## config.mk

```make
export PLATFORM = sky130hd
export DESIGN_NAME = opc5_uart_flat
export DESIGN_NICKNAME = d
export VERILOG_FILES = /design/src/rtl/opc5_uart_pkg.sv /design/src/rtl/opc5_uart_if.sv /design/src/rtl/opc5_uart_fifo.sv /design/src/rtl/opc5_uart.sv /design/src/flat_wrapper.sv
export SDC_FILE = /design/constraint.sdc
export NUM_CORES = 1
export LEC_CHECK = 0
export ABC_CLOCK_PERIOD_IN_PS = 2900
export BUFFER_PORTS_ARGS = -buffer_cell sky130_fd_sc_hd__buf_4
export CAP_MARGIN = 20
export CORE_MARGIN = 5
export CORE_UTILIZATION = 53
export CTS_CLUSTER_SIZE = 10
export DETAILED_ROUTE_END_ITERATION = 10
export PLACE_DENSITY = 0.83
export SLEW_MARGIN = 15
export SYNTH_ARGS = -nofsm -noshare
export SYNTH_HDL_FRONTEND = slang
export SYNTH_SLANG_ARGS = --single-unit
```

## constraint.sdc

```tcl
create_clock -name clk -period 2.9 [get_ports clk]
set_input_delay 0.58 -clock clk [delete_from_list [all_inputs] [get_ports clk]]
set_output_delay 0.58 -clock clk [all_outputs]
set_load 0.005 [all_outputs]
```

## src/rtl/opc5_uart_pkg.sv

```systemverilog
// Shared definitions for the OPC5 memory-mapped UART: register offsets,
// status bit positions, serial FSM states and the status word packer.
package opc5_uart_pkg;

  localparam logic [15:0] OFS_DATA   = 16'd0;
  localparam logic [15:0] OFS_STATUS = 16'd1;

  localparam int SB_FIFO_FULL    = 0;
  localparam int SB_FIFO_EMPTY   = 1;
  localparam int SB_TX_BUSY      = 2;
  localparam int SB_RX_VALID     = 3;
  localparam int SB_RX_OVERRUN   = 4;
  localparam int SB_TX_OVERFLOW  = 5;
  localparam int SB_RX_FRAME_ERR = 6;

  typedef enum logic [1:0] {
    S_IDLE  = 2'd0,
    S_START = 2'd1,
    S_DATA  = 2'd2,
    S_STOP  = 2'd3
  } uart_state_e;

  function automatic logic [15:0] pack_status(input logic [7:0] cnt, input logic [6:0] flags);
    return {cnt, 1'b0, flags};
  endfunction

endpackage

```

## src/rtl/opc5_uart_if.sv

```systemverilog
// CPU data-bus view of the OPC5 UART: the CPU is master, the UART is slave.
interface opc5_uart_if;
  logic [15:0] address;
  logic [15:0] dataout;
  logic        rnw;
  logic        hit;
  logic [15:0] rdata;

  modport master (output address, dataout, rnw, input hit, rdata);
  modport slave  (input address, dataout, rnw, output hit, rdata);
endinterface

```

## src/rtl/opc5_uart_fifo.sv

```systemverilog
// Single-clock byte FIFO for the UART transmit path. A push while full is
// dropped even when a pop happens on the same edge.
module opc5_uart_fifo #(
  parameter int DEPTH = 8
) (
  input  logic                     clk,
  input  logic                     reset_b,
  input  logic                     push,
  input  logic [7:0]               push_data,
  input  logic                     pop,
  output logic [7:0]               pop_data,
  output logic                     full,
  output logic                     empty,
  output logic [$clog2(DEPTH):0]   count
);

  localparam int AW = $clog2(DEPTH);
  localparam logic [AW:0] DEPTH_C = (AW + 1)'(DEPTH);

  logic [7:0]    mem_r [DEPTH];
  logic [AW-1:0] wr_ptr_r;
  logic [AW-1:0] rd_ptr_r;
  logic [AW:0]   count_r;
  logic          do_push_s;
  logic          do_pop_s;

  assign full      = (count_r == DEPTH_C);
  assign empty     = (count_r == {(AW + 1){1'b0}});
  assign count     = count_r;
  assign pop_data  = mem_r[rd_ptr_r];
  assign do_push_s = push & ~full;
  assign do_pop_s  = pop & ~empty;

  // storage array, written on accepted push only
  always_ff @(posedge clk) begin
    if (do_push_s) begin
      mem_r[wr_ptr_r] <= push_data;
    end
  end

  // pointers and occupancy; pointers wrap naturally as DEPTH is a power of two
  always_ff @(posedge clk or negedge reset_b) begin
    if (!reset_b) begin
      wr_ptr_r <= {AW{1'b0}};
      rd_ptr_r <= {AW{1'b0}};
      count_r  <= {(AW + 1){1'b0}};
    end else begin
      if (do_push_s) begin
        wr_ptr_r <= wr_ptr_r + AW'(1);
      end
      if (do_pop_s) begin
        rd_ptr_r <= rd_ptr_r + AW'(1);
      end
      case ({do_push_s, do_pop_s})
        2'b10:   count_r <= count_r + (AW + 1)'(1);
        2'b01:   count_r <= count_r - (AW + 1)'(1);
        default: count_r <= count_r;
      endcase
    end
  end

endmodule

```

## src/rtl/opc5_uart.sv

```systemverilog
// OPC5 memory-mapped UART: DATA/STATUS registers, TX FIFO and serializer.
// The receiver is only built when OPC5_UART_RX_EN is defined.
module opc5_uart
  import opc5_uart_pkg::*;
#(
  parameter logic [15:0] BASE_ADDR    = 16'hFE00,
  parameter int          CLKS_PER_BIT = 434,
  parameter int          TX_DEPTH     = 8
) (
  input  logic            clk,
  input  logic            reset_b,
  opc5_uart_if.slave      bus,
  output logic            txd,
  input  logic            rxd
);

  localparam int          CW          = $clog2(TX_DEPTH) + 1;
  localparam logic [15:0] BIT_END     = 16'(CLKS_PER_BIT - 1);
  localparam logic [15:0] ADDR_DATA   = BASE_ADDR + OFS_DATA;
  localparam logic [15:0] ADDR_STATUS = BASE_ADDR + OFS_STATUS;

  logic          sel_data_s, sel_stat_s, wr_data_s, wr_stat_s;
  logic          fifo_full_s, fifo_empty_s, tx_pop_s, tx_end_s;
  logic [7:0]    fifo_data_s;
  logic [CW-1:0] fifo_count_s;
  uart_state_e   tx_state_r;
  logic [15:0]   tx_tmr_r;
  logic [2:0]    tx_idx_r;
  logic [7:0]    tx_shift_r;
  logic          txd_r;
  logic          tx_overflow_r;
  logic [7:0]    rx_data_s;
  logic          rx_valid_s, rx_overrun_s, rx_frame_err_s;
  logic [6:0]    flags_s;
  logic [15:0]   rdata_s;
  logic          unused_s;

  assign sel_data_s = (bus.address == ADDR_DATA);
  assign sel_stat_s = (bus.address == ADDR_STATUS);
  assign wr_data_s  = sel_data_s & ~bus.rnw;
  assign wr_stat_s  = sel_stat_s & ~bus.rnw;
  assign bus.hit    = sel_data_s | sel_stat_s;
  assign bus.rdata  = rdata_s;
  assign txd        = txd_r;

  assign tx_end_s = (tx_tmr_r == BIT_END);
  assign tx_pop_s = ~fifo_empty_s &
                    ((tx_state_r == S_IDLE) | ((tx_state_r == S_STOP) & tx_end_s));

  opc5_uart_fifo #(.DEPTH(TX_DEPTH)) u_fifo (
    .clk       (clk),
    .reset_b   (reset_b),
    .push      (wr_data_s),
    .push_data (bus.dataout[7:0]),
    .pop       (tx_pop_s),
    .pop_data  (fifo_data_s),
    .full      (fifo_full_s),
    .empty     (fifo_empty_s),
    .count     (fifo_count_s)
  );

  // transmit serializer; the STOP-end edge reloads directly for gapless frames
  always_ff @(posedge clk or negedge reset_b) begin
    if (!reset_b) begin
      tx_state_r <= S_IDLE;
      tx_tmr_r   <= 16'd0;
      tx_idx_r   <= 3'd0;
      tx_shift_r <= 8'd0;
      txd_r      <= 1'b1;
    end else begin
      case (tx_state_r)
        S_IDLE: begin
          if (tx_pop_s) begin
            tx_state_r <= S_START;
            tx_tmr_r   <= 16'd0;
            tx_shift_r <= fifo_data_s;
            txd_r      <= 1'b0;
          end
        end
        S_START: begin
          if (tx_end_s) begin
            tx_state_r <= S_DATA;
            tx_tmr_r   <= 16'd0;
            tx_idx_r   <= 3'd0;
            txd_r      <= tx_shift_r[0];
          end else begin
            tx_tmr_r <= tx_tmr_r + 16'd1;
          end
        end
        S_DATA: begin
          if (tx_end_s) begin
            tx_tmr_r <= 16'd0;
            if (tx_idx_r == 3'd7) begin
              tx_state_r <= S_STOP;
              txd_r      <= 1'b1;
            end else begin
              tx_idx_r   <= tx_idx_r + 3'd1;
              tx_shift_r <= {1'b0, tx_shift_r[7:1]};
              txd_r      <= tx_shift_r[1];
            end
          end else begin
            tx_tmr_r <= tx_tmr_r + 16'd1;
          end
        end
        S_STOP: begin
          if (tx_end_s) begin
            tx_tmr_r <= 16'd0;
            if (tx_pop_s) begin
              tx_state_r <= S_START;
              tx_shift_r <= fifo_data_s;
              txd_r      <= 1'b0;
            end else begin
              tx_state_r <= S_IDLE;
            end
          end else begin
            tx_tmr_r <= tx_tmr_r + 16'd1;
          end
        end
        default: begin
          tx_state_r <= S_IDLE;
          txd_r      <= 1'b1;
        end
      endcase
    end
  end

  // sticky TX overflow, judged on pre-edge fullness; set beats clear
  always_ff @(posedge clk or negedge reset_b) begin
    if (!reset_b) begin
      tx_overflow_r <= 1'b0;
    end else if (wr_data_s & fifo_full_s) begin
      tx_overflow_r <= 1'b1;
    end else if (wr_stat_s & bus.dataout[SB_TX_OVERFLOW]) begin
      tx_overflow_r <= 1'b0;
    end else begin
      tx_overflow_r <= tx_overflow_r;
    end
  end

`ifdef OPC5_UART_RX_EN
  localparam logic [15:0] RX_HALF = 16'(CLKS_PER_BIT / 2);

  logic [2:0]  rx_sync_r;
  uart_state_e rx_state_r;
  logic [15:0] rx_tmr_r;
  logic [2:0]  rx_idx_r;
  logic [7:0]  rx_shift_r;
  logic [7:0]  rx_data_r;
  logic        rx_valid_r, rx_overrun_r, rx_frame_err_r;
  logic        rx_bit_s, rx_fall_s, rx_stop_smp_s, rx_ok_s, rx_bad_s;

  assign rx_bit_s      = rx_sync_r[1];
  assign rx_fall_s     = rx_sync_r[2] & ~rx_sync_r[1];
  assign rx_stop_smp_s = (rx_state_r == S_STOP) & (rx_tmr_r == BIT_END);
  assign rx_ok_s       = rx_stop_smp_s & rx_bit_s;
  assign rx_bad_s      = rx_stop_smp_s & ~rx_bit_s;

  // two-flop synchronizer plus one history flop for edge detection
  always_ff @(posedge clk or negedge reset_b) begin
    if (!reset_b) begin
      rx_sync_r <= 3'b111;
    end else begin
      rx_sync_r <= {rx_sync_r[1:0], rxd};
    end
  end

  // receive deserializer; START entry counts the detection clock as 1
  always_ff @(posedge clk or negedge reset_b) begin
    if (!reset_b) begin
      rx_state_r <= S_IDLE;
      rx_tmr_r   <= 16'd0;
      rx_idx_r   <= 3'd0;
      rx_shift_r <= 8'd0;
    end else begin
      case (rx_state_r)
        S_IDLE: begin
          if (rx_fall_s) begin
            rx_state_r <= S_START;
            rx_tmr_r   <= 16'd1;
          end
        end
        S_START: begin
          if (rx_tmr_r == RX_HALF) begin
            rx_tmr_r   <= 16'd0;
            rx_idx_r   <= 3'd0;
            rx_state_r <= rx_bit_s ? S_IDLE : S_DATA;
          end else begin
            rx_tmr_r <= rx_tmr_r + 16'd1;
          end
        end
        S_DATA: begin
          if (rx_tmr_r == BIT_END) begin
            rx_tmr_r   <= 16'd0;
            rx_shift_r <= {rx_bit_s, rx_shift_r[7:1]};
            rx_idx_r   <= rx_idx_r + 3'd1;
            if (rx_idx_r == 3'd7) begin
              rx_state_r <= S_STOP;
            end
          end else begin
            rx_tmr_r <= rx_tmr_r + 16'd1;
          end
        end
        S_STOP: begin
          if (rx_tmr_r == BIT_END) begin
            rx_tmr_r   <= 16'd0;
            rx_state_r <= S_IDLE;
          end else begin
            rx_tmr_r <= rx_tmr_r + 16'd1;
          end
        end
        default: rx_state_r <= S_IDLE;
      endcase
    end
  end

  // received byte and sticky RX flags; set beats write-1-to-clear
  always_ff @(posedge clk or negedge reset_b) begin
    if (!reset_b) begin
      rx_data_r      <= 8'd0;
      rx_valid_r     <= 1'b0;
      rx_overrun_r   <= 1'b0;
      rx_frame_err_r <= 1'b0;
    end else begin
      rx_data_r <= rx_ok_s ? rx_shift_r : rx_data_r;
      rx_valid_r <= rx_ok_s ? 1'b1 :
                    ((wr_stat_s & bus.dataout[SB_RX_VALID]) ? 1'b0 : rx_valid_r);
      rx_overrun_r <= (rx_ok_s & rx_valid_r) ? 1'b1 :
                      ((wr_stat_s & bus.dataout[SB_RX_OVERRUN]) ? 1'b0 : rx_overrun_r);
      rx_frame_err_r <= rx_bad_s ? 1'b1 :
                        ((wr_stat_s & bus.dataout[SB_RX_FRAME_ERR]) ? 1'b0 : rx_frame_err_r);
    end
  end

  assign rx_data_s      = rx_data_r;
  assign rx_valid_s     = rx_valid_r;
  assign rx_overrun_s   = rx_overrun_r;
  assign rx_frame_err_s = rx_frame_err_r;
  assign unused_s       = ^bus.dataout[15:8];
`else
  assign rx_data_s      = 8'h00;
  assign rx_valid_s     = 1'b0;
  assign rx_overrun_s   = 1'b0;
  assign rx_frame_err_s = 1'b0;
  assign unused_s       = ^{bus.dataout[15:8], rxd};
`endif

  // status flags and read mux; bus reads have no side effects
  always_comb begin
    flags_s                  = 7'd0;
    flags_s[SB_FIFO_FULL]    = fifo_full_s;
    flags_s[SB_FIFO_EMPTY]   = fifo_empty_s;
    flags_s[SB_TX_BUSY]      = (tx_state_r != S_IDLE);
    flags_s[SB_RX_VALID]     = rx_valid_s;
    flags_s[SB_RX_OVERRUN]   = rx_overrun_s;
    flags_s[SB_TX_OVERFLOW]  = tx_overflow_r;
    flags_s[SB_RX_FRAME_ERR] = rx_frame_err_s;
    rdata_s                  = 16'h0000;
    if (sel_data_s) begin
      rdata_s = {8'h00, rx_data_s};
    end else if (sel_stat_s) begin
      rdata_s = pack_status(8'(fifo_count_s), flags_s);
    end else begin
      rdata_s = 16'h0000;
    end
  end

endmodule

```

## src/flat_wrapper.sv

```systemverilog
// flat-port wrapper written by rule: the top's interface ports become plain ports
module opc5_uart_flat import opc5_uart_pkg::*;
#(
  parameter logic [15:0] BASE_ADDR    = 16'hFE00,
  parameter int          CLKS_PER_BIT = 434,
  parameter int          TX_DEPTH     = 8
)
  (clk, reset_b, txd, rxd, bus_address, bus_dataout, bus_rnw, bus_hit, bus_rdata);
  opc5_uart_if bus_i ();
  input  logic clk;
  input  logic reset_b;
  output logic txd;
  input  logic rxd;
  input wire logic [$bits(bus_i.address)-1:0] bus_address;
  input wire logic [$bits(bus_i.dataout)-1:0] bus_dataout;
  input wire logic [$bits(bus_i.rnw)-1:0] bus_rnw;
  output wire logic [$bits(bus_i.hit)-1:0] bus_hit;
  output wire logic [$bits(bus_i.rdata)-1:0] bus_rdata;
  assign bus_i.address = bus_address;
  assign bus_i.dataout = bus_dataout;
  assign bus_i.rnw = bus_rnw;
  assign bus_hit = bus_i.hit;
  assign bus_rdata = bus_i.rdata;
  opc5_uart #(.BASE_ADDR(BASE_ADDR), .CLKS_PER_BIT(CLKS_PER_BIT), .TX_DEPTH(TX_DEPTH)) u_core (.clk(clk), .reset_b(reset_b), .bus(bus_i), .txd(txd), .rxd(rxd));
endmodule
```

* Word-level counts from Yosys, hierarchy flattened
Memory sizes are Yosys's and may differ from the RTL's. Cells that the tools add are included.
Word-level totals: register bits 41, output and inout bits 18, input port bits 36, memories 1, bits in writable memories 64
Operators by class: add/sub/neg operators 6, muxes and demuxes 32, bitwise operators 13, eq/ne operators 16, reductions and logical operators 12
Memory list:
- u_core.u_fifo.mem_r | words 8, width 8, rd ports 1, clocked after Yosys merged registers in 0, write ports 1, RTL line opc5_uart_fifo.sv:20 | logic [7:0] mem_r [DEPTH];
Operators by type and width (number):
- 16-bit 2-to-1 mux | 3
- 16-bit equality test, second input constant | 2
- 8-bit 2-to-1 mux | 4
- 16-bit case mux with 2 select lines | 1
- 8-bit case mux with 3 select lines | 1
- 16-bit by 1-bit adder with 16-bit output, second input constant | 1
- 16-bit by 9-bit equality test with 1-bit output, second input constant | 1
- 12-bit 2-to-1 mux | 1
- 1-bit 2-to-1 mux | 10
- 2-bit 2-to-1 mux | 5
- 3-bit by 1-bit adder with 3-bit output, second input constant | 3
- 3-bit 2-to-1 mux | 3
- 1-bit AND | 8
- 2-bit by 1-bit != test with 1-bit output, second input constant | 4
- 2-bit case mux with 4 select lines | 1
- 4-bit case mux with 2 select lines | 1
- 4-bit AND reduction | 2
- 2-bit nonzero test | 4
- 2-bit equality test, second input constant | 3
- 3-bit case mux with 2 select lines | 1
- 5-bit AND reduction | 1
- 4-bit by 1-bit adder with 4-bit output, second input constant | 1
- 2-bit by 1-bit equality test with 1-bit output, second input constant | 2
- 4-bit equality test, second input constant | 1
- 11 further kinds | 15

* Longest topological paths before layout
Gate-level depths: netlist of the first run.
depth after elaboration 7, gate-level depth with buffers 13

* Hierarchy
A second synthesis of the first run with hierarchy kept.
Unflattened totals: cell total of the unflattened synthesis 376, area, all modules 5167.5 um^2
Modules (own cells, without submodules):
- opc5_uart_fifo | times used 1, cells an instance 160, seq. area each 2172.1 um^2, area an instance 3134.3 um^2
- opc5_uart | times used 1, cells an instance 216, seq. area each 777.0 um^2, area an instance 2033.2 um^2

* Worst setup path before layout of the first run
No wires, ideal clock.
path type input -> register, from in bus_address[5], to reg u_core.u_fifo.count_r[3] (netlist: u_core.u_fifo.count[3]), arrival time 3226 ps, data required time 2775 ps, setup slack -451 ps, cell stages on the path 11, buffers on the path 0, path through or4b_2 > nor4_1 > nor4b_2 > inv_1 > ha_1 > ha_1 > a21o_1 > a21oi_1 > xnor2_1 > nor2_1 > xor2_1
Between the ends: word-level cells in the longest chain between the ends 5, elaborated cells on any way between the ends 7, classes of those cells 3 x eq/ne; 1 x mux; 2 x bitwise; 1 x reduce/logical
Ends and longest elaborated chain:
- from (decl) | RTL line flat_wrapper.sv:14 | input wire logic [$bits(bus_i.address)-1:0] bus_address;
- 16-bit equality test (*) | RTL line opc5_uart.sv:38 | assign sel_data_s = (bus.address == ADDR_DATA);
- 1-bit AND (*) | RTL line opc5_uart.sv:40 | assign wr_data_s = sel_data_s & ~bus.rnw;
- 1-bit AND (*) | RTL line opc5_uart_fifo.sv:31 | assign do_push_s = push & ~full;
- 2-bit by 1-bit equality test with 1-bit output / 2-bit equality test (equally long branches) | RTL line opc5_uart_fifo.sv:54 | case ({do_push_s, do_pop_s})
- 4-bit case mux with 2 select lines / 2-bit nonzero test (equally long branches)
- to (signal assigned) | RTL line opc5_uart_fifo.sv:55 | 2'b10: count_r <= count_r + (AW + 1)'(1);
- to (signal assigned) | RTL line opc5_uart_fifo.sv:56 | 2'b01: count_r <= count_r - (AW + 1)'(1);
- to (signal assigned) | RTL line opc5_uart_fifo.sv:57 | default: count_r <= count_r;
- to (decl) | RTL line opc5_uart_fifo.sv:23 | logic [AW:0] count_r;
Every way passes the cells marked *; elsewhere a longest branch is shown, timed or not. A chain may end at the register's enable or synchronous reset.

* Worst setup path after layout of the first run
from reg u_core.tx_tmr_r[1], to reg u_core.u_fifo.count_r[3] (netlist: u_core.u_fifo.count[3])
Between the ends: word-level cells in the longest chain between the ends 7, elaborated cells on any way between the ends 9, classes of those cells 3 x eq/ne; 1 x mux; 4 x bitwise; 1 x reduce/logical
Ends and longest elaborated chain:
- from (decl) | RTL line opc5_uart.sv:27 | logic [15:0] tx_tmr_r;
- from (signal assigned) | RTL line opc5_uart.sv:87 | tx_tmr_r <= tx_tmr_r + 16'd1;
- from (signal assigned) | RTL line opc5_uart.sv:102 | tx_tmr_r <= tx_tmr_r + 16'd1;
- from (signal assigned) | RTL line opc5_uart.sv:116 | tx_tmr_r <= tx_tmr_r + 16'd1;
- 16-bit by 9-bit equality test with 1-bit output (*) | RTL line opc5_uart.sv:46 | assign tx_end_s = (tx_tmr_r == BIT_END);
- 1-bit AND (*) | RTL line opc5_uart.sv:48 | ((tx_state_r == S_IDLE) | ((tx_state_r == S_STOP) & tx_end_s));
- 1-bit OR (*) | RTL line opc5_uart.sv:48
- 1-bit AND (*) | RTL line opc5_uart.sv:47 | assign tx_pop_s = ~fifo_empty_s &
- 1-bit AND (*) | RTL line opc5_uart_fifo.sv:32 | assign do_pop_s = pop & ~empty;
- named net u_core.u_fifo.do_pop_s | RTL line opc5_uart_fifo.sv:25 | logic do_pop_s;
- 2-bit by 1-bit equality test with 1-bit output / 2-bit equality test (equally long branches) | RTL line opc5_uart_fifo.sv:54
- 4-bit case mux with 2 select lines / 2-bit nonzero test (equally long branches)
Mark *: on every way through the listed nets, which the timed path passes. The rest lies on a longest branch.

==> summary.md, run 1 <==
| Metric | Value |
|---|---|
| Result of the run | finished, final reports clean |
| Standby leakage power | 0.00227 uW |
| Final core utilization | 62.3% |
| Distinct cell type count of the synthesized netlist | 50 |
| Number of diodes added for antenna fixing | 0 |
| Critical Path Sink Type | flip-flop |
| DR pass1 iterations | 4 |
| Synthesized flop and latch total | 105 |
| Number of synthesis warnings | 0 |
| Number of sinks on the clock net | 105 |
| Total power per unit cell area | 784 nW/um2 |
| Crit Path Max Fanout | 4 |
| Total via count after detailed routing | 3271 |
| Average cell area after synthesis | 12.8 um2 |
| Total routed wirelength | 9690 um |
| Maximum number of pins on one net before global-route repair | 42 |
| Detailed placer's ending HPWL | 6920 um |
| Fin nets | 496 |
| Data required time at the worst endpoint | 3.16 ns |
| Layout Skew | 0.00788 ns |
| Overall die area | 11400 um2 |
| Number of buffers created by CTS | 9 |
| I/O pins | 54 |
| Post-Synthesis Cells | 387 |
| Number of hold buffers added after CTS | 0 |
| Number of enable flip-flop cells after synthesis | 64 |
| Placeable core region | 9150 um2 |
| All-layer global routing usage | 18.1% |
| Routed wire length per instance | 17.3 um |
| FFs w/ async S/R, synth | 39.0% |
| Proportion of layout cells with a drive suffix above 1 | 24.7% |
| Pre-CTS worst setup slack | -0.0566 ns |
| Largest stage delay on the critical path | 0.50 ns |
| Vias per std cell | 5.83 |
| Share of the synthesized area in the top cell type | 38.9% |
| Number of rows in the core area | 35 |
| Library cell with the highest instance count after synthesis | sky130_fd_sc_hd__edfxtp_1 |
| Final-report max-slew violation count | 0 |
| Initial antenna violation count | 0 |
| Wire length of the first global-routing pass | 16100 um |
| Vertical die dimension | 107 um |
| Flop2flop setup slack | 0.11 ns |
| Aggregate global routing overflow | 0 |
| ANT nets after route | 0 |
| Layout overhead on the synthesized area | 15.3% |
| Maximum count of clock buffers along a single path | 2 |
| Ranking of synthesized cells by area | sky130_fd_sc_hd__edfxtp_1 (39%), sky130_fd_sc_hd__dfrtp_1 (20%), sky130_fd_sc_hd__mux2_2 (4.1%), sky130_fd_sc_hd__ha_1 (3.5%), sky130_fd_sc_hd__mux2i_1 (3.2%) |
| Initial detailed-routing violation count | 164 |
| Type of the worst setup path | reg2reg |
| Via count of the first global-routing pass | 3387 |
| Maximum clock frequency | 358 MHz |
| Reg clk slew, reported paths | 0.10 ns |
| Number of buffers inserted by port buffering | 36 |
| Number of violations of the max-capacitance limit | 0 |
| Initial core utilization | 54.0% |
| Most Frequent Cell on Critical Path | sky130_fd_sc_hd__a21oi_2 |
| Cell at the slowest stage of the critical path | sky130_fd_sc_hd__or4b_4 |
| Main flop type after synthesis | sky130_fd_sc_hd__edfxtp_1 |
| Top cell type by total area after synthesis | sky130_fd_sc_hd__edfxtp_1 |
| Critical register-to-register path endpoint | u_core.u_fifo.count[3] |
| Number of filler instances in the final layout | 691 |
| Part of the cycle the worst path needs | 96.2% |
| Worst path arrival time | 3.05 ns |
| Final hold violations | 0 |
| Type of element launching the critical path | flip-flop |
| Source of the worst register-to-register timing path | u_core.tx_tmr_r[1] |
| Final setup slack of the worst path | 0.110 ns |
| Minimum period implied by the final worst setup slack | 2.79 ns |
| H-Tree Level Count | 3 |
| Part of the Yosys area used for sequential elements | 59.6% |
| Number of setup violations in the final report | 0 |
| Worst-path cell chain | inv_2 -> ha_1 -> or4b_4 -> nor4_4 -> a21oi_2 -> nor2_2 -> ha_2 -> ha_4 -> a21o_1 -> a21oi_2 -> xnor2_1 -> nor2_1 -> xor2_1 |
| Latest clock arrival within the worst-skew pair | 0.38 ns |
| Top cells by count, synth | sky130_fd_sc_hd__edfxtp_1 (64), sky130_fd_sc_hd__dfrtp_1 (40), sky130_fd_sc_hd__o21ai_0 (32), sky130_fd_sc_hd__nand2_1 (31) |
| Pin slew with the least headroom to its limit | 0.841 ns |
| Width of the die | 107 um |
| RD Place Congestion | 0.873 |
| Worst voltage drop across the vdd grid | 0.462 mV |
| Cell area after technology mapping | 4940 um2 |
| Count of unresolved DRC violations after routing | 0 |
| TritonCTS clock tree | built |
| Slew headroom | 43.4% |
| Number of cells on the worst reg-to-reg path | 13 |
| Path category of the worst min-delay check | in2async |
| Root Driver | sky130_fd_sc_hd__clkbuf_8 |
power by group:
group	switching (uW)	internal (uW)	leakage (uW)	total, uW
clock	524	331	0.0000948	855
sequential	224	1760	0.00110	1980
combinational	826	809	0.00107	1640
cells in the final DEF, fill, tap and decap left out, types with 2 or more instances in the layout:
master	n
sky130_fd_sc_hd__a21oi_1	2
sky130_fd_sc_hd__a21oi_2	2
sky130_fd_sc_hd__a221o_1	7
sky130_fd_sc_hd__a22o_1	6
sky130_fd_sc_hd__a31oi_1	6
sky130_fd_sc_hd__and3_1	9
sky130_fd_sc_hd__buf_4	61
sky130_fd_sc_hd__clkbuf_8	9
sky130_fd_sc_hd__conb_1	8
sky130_fd_sc_hd__dfrtp_1	40
sky130_fd_sc_hd__edfxtp_1	64
sky130_fd_sc_hd__ha_1	12
sky130_fd_sc_hd__inv_1	10
sky130_fd_sc_hd__inv_6	4
sky130_fd_sc_hd__mux2_1	7
sky130_fd_sc_hd__mux2_2	18
sky130_fd_sc_hd__mux2i_1	16
sky130_fd_sc_hd__mux4_2	2
sky130_fd_sc_hd__nand2_1	31
sky130_fd_sc_hd__nand2b_1	5
sky130_fd_sc_hd__nand3_1	9
sky130_fd_sc_hd__nand4_1	5
sky130_fd_sc_hd__nand4b_1	2
sky130_fd_sc_hd__nor2_1	17
sky130_fd_sc_hd__nor2b_1	5
sky130_fd_sc_hd__nor3_1	6
sky130_fd_sc_hd__nor4_1	2
sky130_fd_sc_hd__nor4_4	2
sky130_fd_sc_hd__o211ai_1	2
sky130_fd_sc_hd__o21ai_0	32
sky130_fd_sc_hd__o22ai_1	8
sky130_fd_sc_hd__o31ai_1	4
sky130_fd_sc_hd__or3_1	3
sky130_fd_sc_hd__or4_1	2
sky130_fd_sc_hd__or4b_4	2
sky130_fd_sc_hd__xnor2_1	4
sky130_fd_sc_hd__xor2_1	5
state kept, by name, indices dropped and copies added, names as in the netlist:
signal / cells
u_core.tx_idx_r: 3
u_core.tx_overflow_r: 1
u_core.tx_shift_r: 8
u_core.tx_state_r: 2
u_core.tx_tmr_r: 16
u_core.txd: 1
u_core.u_fifo.count: 4
u_core.u_fifo.mem_r: 64
u_core.u_fifo.rd_ptr_r: 3
u_core.u_fifo.wr_ptr_r: 3
critical path, delay by kind of cell, from the launching register on:
kind	cells	cell delay, ns
buffers and inverters	1	0.07
DFF	1	0.43
and+or+nand+nor	4	0.90
AOI/OAI and AO/OA	3	0.42
adders and majority gates	3	0.58
xor gates and xnor gates	2	0.28
kinds of logic (layout without fill, tap and decap cells):
logic type	count (synthesis)	count (layout)	synth area share (%)
other	1	8	0.0758
buffers and inverters	32	88	3.19
multiplexers	44	44	10.1
XOR/XNOR	9	9	1.59
AO/OA/AOI/OAI	76	76	10.0
adder cells (fa/ha/maj)	15	15	3.95
flip-flops	105	105	59.6
AND/OR/NAND/NOR	105	105	11.4
repair_timing:
| action | 4_1_cts | 5_1_grt |
|---|---|---|
| setup endpoints to repair | 0 | 1 |
| gates resized for setup | 0 | 3 |
| setup buffers | 0 | 1 |
layout make-up:
cell class	count	area, um2	share of cell area [%]
clock buffers	10	128	2.24
multi-input cells	257	1930	33.8
repair buffers	61	458	8.04
inverters	11	41.3	0.724
well taps	111	139	2.44
clock inverters	6	56.3	0.988
flip-flops and latches	105	2950	51.7
routing by layer:
metal  vias up  global-route usage [%]  wire [um]
met3        16                    3.97        403
met5         -                       0          0
met2        66                    32.6       5280
met4         0                    5.75        174
li1       1565                       -          -
met1      1624                    21.6       3840
stage by stage:
step	cell area [um2]	power [uW]	TNS [ns]	hold WS [ns]	std cells
detailed placement	5500	3620	-0.0566	0.486	544
global placement	5500	3530	-0.0455	0.467	544
global route	5700	4790	-0.00689	0.205	561
floorplan	5020	3170	0	0.284	394
finish	5700	4470	0	0.172	561
CTS	5690	4490	0	0.182	560
worst max path at each step:
stage,slack [ns],start,end,depth (start not counted)
final,0.11,u_core.tx_tmr_r[1],u_core.u_fifo.count[3],13
after global routing,-0.007,u_core.tx_tmr_r[1],u_core.u_fifo.count[3],13
after CTS,0.06,u_core.tx_tmr_r[1],u_core.u_fifo.count[3],13
after detailed placement,-0.06,bus_address[6],u_core.u_fifo.count[3],12
after global placement,-0.05,bus_address[6],u_core.u_fifo.count[3],12
after floorplan,0.02,bus_address[6],u_core.u_fifo.count[3],11
(Power assumes the default switching activity.)
==> run 2, diff against run 1 <==
--- a/config.mk
+++ b/config.mk
@@ -8,7 +8,7 @@
 export ABC_CLOCK_PERIOD_IN_PS = 2900
 export BUFFER_PORTS_ARGS = -buffer_cell sky130_fd_sc_hd__buf_4
 export CAP_MARGIN = 20
-export CORE_MARGIN = 5
+export CORE_MARGIN = 4
 export CORE_UTILIZATION = 53
 export CTS_CLUSTER_SIZE = 10
 export DETAILED_ROUTE_END_ITERATION = 10
==> run 2 against run 1 <==
Utilization increased by 2.3 points. Global-route usage increased by 0.22 points. Flip-flop and latch count unchanged. Critical path depth unchanged. Via count decreased by 1.4%. Worst hold slack got worse by 0.00060 ns. Wire length decreased by 0.31%. First-iteration DRC count decreased by 11%. Non-clock buffer count decreased by 2. Largest cell class unchanged. Largest power group unchanged. Highest routed layer unchanged.
==> summary.md, run 2 (synthesis results as in run 1) <==
| Metric | Value |
|---|---|
| Critical register-to-register path endpoint | u_core.u_fifo.count[3] |
| Number of filler instances in the final layout | 630 (-8.8%) |
| Final-report max-slew violation count | 0 (unchanged) |
| Number of buffers inserted by port buffering | 36 (unchanged) |
| Slew headroom | 47.2% (+3.8 points) |
| Total power per unit cell area | 803 nW/um2 (+2.4%) |
| Routed wire length per instance | 17.4 um (+0.59%) |
| Overall die area | 10900 um2 (-3.7%) |
| Largest registers | u_core.u_fifo.mem_r (64), u_core.tx_tmr_r (16), u_core.tx_shift_r (8) |
| Type of element launching the critical path | flip-flop |
| Layout overhead on the synthesized area | 16.1% |
| Number of sinks on the clock net | 105 (unchanged) |
| Count of unresolved DRC violations after routing | 0 (unchanged) |
| Type of the worst setup path | reg2reg |
| Total routed wirelength | 9660 um (-0.31%) |
| Source of the worst register-to-register timing path | u_core.tx_tmr_r[1] |
| Data required time at the worst endpoint | 3.16 ns (about the same) |
| Initial detailed-routing violation count | 146 (-11%) |
| RD Place Congestion | 0.862 (-1.2%) |
| Vertical die dimension | 105 um (-1.9%) |
| Reg clk slew, reported paths | 0.10 ns (about the same) |
| Most flops, register | u_core.u_fifo.mem_r |
| Initial core utilization | 55.6% (+1.6 points) |
| Post-route worst hold slack | 0.172 ns (-0.000598 ns) |
| Standby leakage power | 0.00228 uW (+0.40%) |
| Layout Skew | 0.0153 ns (+0.00739 ns) |
| Flip-flop count of the largest register, all copies and words added | 64 (unchanged) |
| Total via count after detailed routing | 3226 (-1.4%) |
| Maximum count of clock buffers along a single path | 2 (unchanged) |
| Part of the cycle the worst path needs | 96.8% (+0.61 points) |
| Fin nets | 494 (-0.40%) |
| Width of the die | 105 um (-1.9%) |
| Via count of the first global-routing pass | 3286 (-3.0%) |
| Pre-CTS worst setup slack | -0.100 ns (-0.0437 ns) |
| Initial antenna violation count | 0 (unchanged) |
| Aggregate global routing overflow | 0 (unchanged) |
| DR pass1 iterations | 5 (+1) |
| Minimum period implied by the final worst setup slack | 2.81 ns (+0.0178 ns) |
| Number of violations of the max-capacitance limit | 0 (unchanged) |
| Root Driver | sky130_fd_sc_hd__clkbuf_8 |
| Commonest cells after routing, fill and taps aside | sky130_fd_sc_hd__edfxtp_1 (64), sky130_fd_sc_hd__buf_4 (59), sky130_fd_sc_hd__dfrtp_1 (39) |
| Result of the run | finished, final reports clean |
| H-Tree Level Count | 3 (unchanged) |
| Setup repair after global routing missed its margin | true |
| Worst voltage drop across the vdd grid | 0.606 mV (+31%) |
| Flop2flop setup slack | 0.09 ns (-0.02 ns) |
| Pin slew with the least headroom to its limit | 0.792 ns (-0.0490 ns) |
| Number of buffers created by CTS | 9 (unchanged) |
| Maximum clock frequency | 356 MHz (-0.63%) |
| ANT nets after route | 0 (unchanged) |
| Number of rows in the core area | 34 (-2.9%) |
| Final hold violations | 0 (unchanged) |
| Power Total | 4610 uW (+3.1%) |
| Placeable core region | 8890 um2 (-2.9%) |
| Worst path arrival time | 3.07 ns (+0.02 ns) |
| Final setup slack of the worst path | 0.0927 ns (-0.0178 ns) |
| TritonCTS clock tree | built |
| Number of setup violations in the final report | 0 (unchanged) |
| Maximum number of pins on one net before global-route repair | 42 (unchanged) |
| Most common library cell in the layout ignoring fill and taps | sky130_fd_sc_hd__edfxtp_1 |
| Number of cells on the worst reg-to-reg path | 13 (unchanged) |
| Latest clock arrival within the worst-skew pair | 0.38 ns (about the same) |
| All-layer global routing usage | 18.3% (+0.22 points) |
| Crit Path Max Fanout | 3 (-1) |
| Path category of the worst min-delay check | in2async |
| Critical Path Sink Type | flip-flop |
| Number of diodes added for antenna fixing | 0 (unchanged) |
| Final core utilization | 64.6% (+2.3 points) |
| Detailed placer's ending HPWL | 6800 um (-1.8%) |
| Vias per std cell | 5.80 (-0.49%) |
| Wire length of the first global-routing pass | 16100 um (about the same) |
| Proportion of layout cells with a drive suffix above 1 | 25.0% (+0.33 points) |
| I/O pins | 54 (unchanged) |
run 2: changes by cell type in the layout (fill, tap and decap cells not counted), sizes merged:
cell / delta
clkbuf: -1
buf: -2
bufinv: +1
run 2: metal layers:
layer  GRT usage [%]  share of wire [%]  vias up
li1                -                  -     1559
met1            22.2                 41     1591
met2            32.1                 53       58
met3            4.38                3.4       18
met4            6.56                2.1        0
met5               0                  0        -
run 2: worst max-delay path: stages, from the launching register on:
cell,delay (ns)
sky130_fd_sc_hd__dfrtp_1,0.42
sky130_fd_sc_hd__inv_2,0.09
sky130_fd_sc_hd__ha_4,0.12
sky130_fd_sc_hd__or4b_4,0.49
sky130_fd_sc_hd__nor4_4,0.26
sky130_fd_sc_hd__a21oi_2,0.11
sky130_fd_sc_hd__nor2_2,0.15
sky130_fd_sc_hd__ha_2,0.23
sky130_fd_sc_hd__ha_4,0.20
sky130_fd_sc_hd__a21o_1,0.17
sky130_fd_sc_hd__a21oi_2,0.14
sky130_fd_sc_hd__xnor2_1,0.12
sky130_fd_sc_hd__nor2_1,0.06
sky130_fd_sc_hd__xor2_1,0.13
run 2: through the flow:
step | TNS (ns) | cells | instance area, um2
after global placement | -0.0377 | 539 | 5480
final | 0 | 556 | 5740
after CTS | 0 | 555 | 5710
after detailed placement | -0.100 | 539 | 5480
after floorplan | 0 | 394 | 5020
after global routing | -0.0643 | 556 | 5740
run 2: layout make-up:
cell class	instances	area, um2	share of cell area, %
Clock buffer	9	124	2.16
Multi-Input combinational cell	257	1940	33.8
Inverter	11	41.3	0.719
Clock inverter	7	105	1.83
Tap cell	108	135	2.35
Sequential cell	105	2950	51.4
Timing Repair Buffer	59	443	7.72
run 2: worst max-delay path by stage:
stage / endpoint / slack, ns / from / cells past startpoint
2_1_floorplan: u_core.u_fifo.count[3] / 0.02 / bus_address[6] / 11
3_3_place_gp: u_core.u_fifo.count[3] / -0.04 / bus_address[6] / 12
3_5_place_dp: u_core.u_fifo.count[3] / -0.10 / bus_address[6] / 12
4_1_cts: u_core.u_fifo.count[3] / 0.07 / u_core.tx_tmr_r[1] / 13
5_1_grt: u_core.u_fifo.count[3] / -0.06 / u_core.tx_tmr_r[1] / 13
6_report: u_core.u_fifo.count[3] / 0.09 / u_core.tx_tmr_r[1] / 13
run 2: repair_timing:
action	4_1_cts	5_1_grt
hold buffers	0	0
buffers inserted	0	1
endpoints found under the setup margin	0	1
resized for setup	0	6
run 2: where the power goes:
group	switching [uW]	total [uW]	internal (uW)
logic	826	1630	804
registers	234	1990	1760
clock network	553	987	434
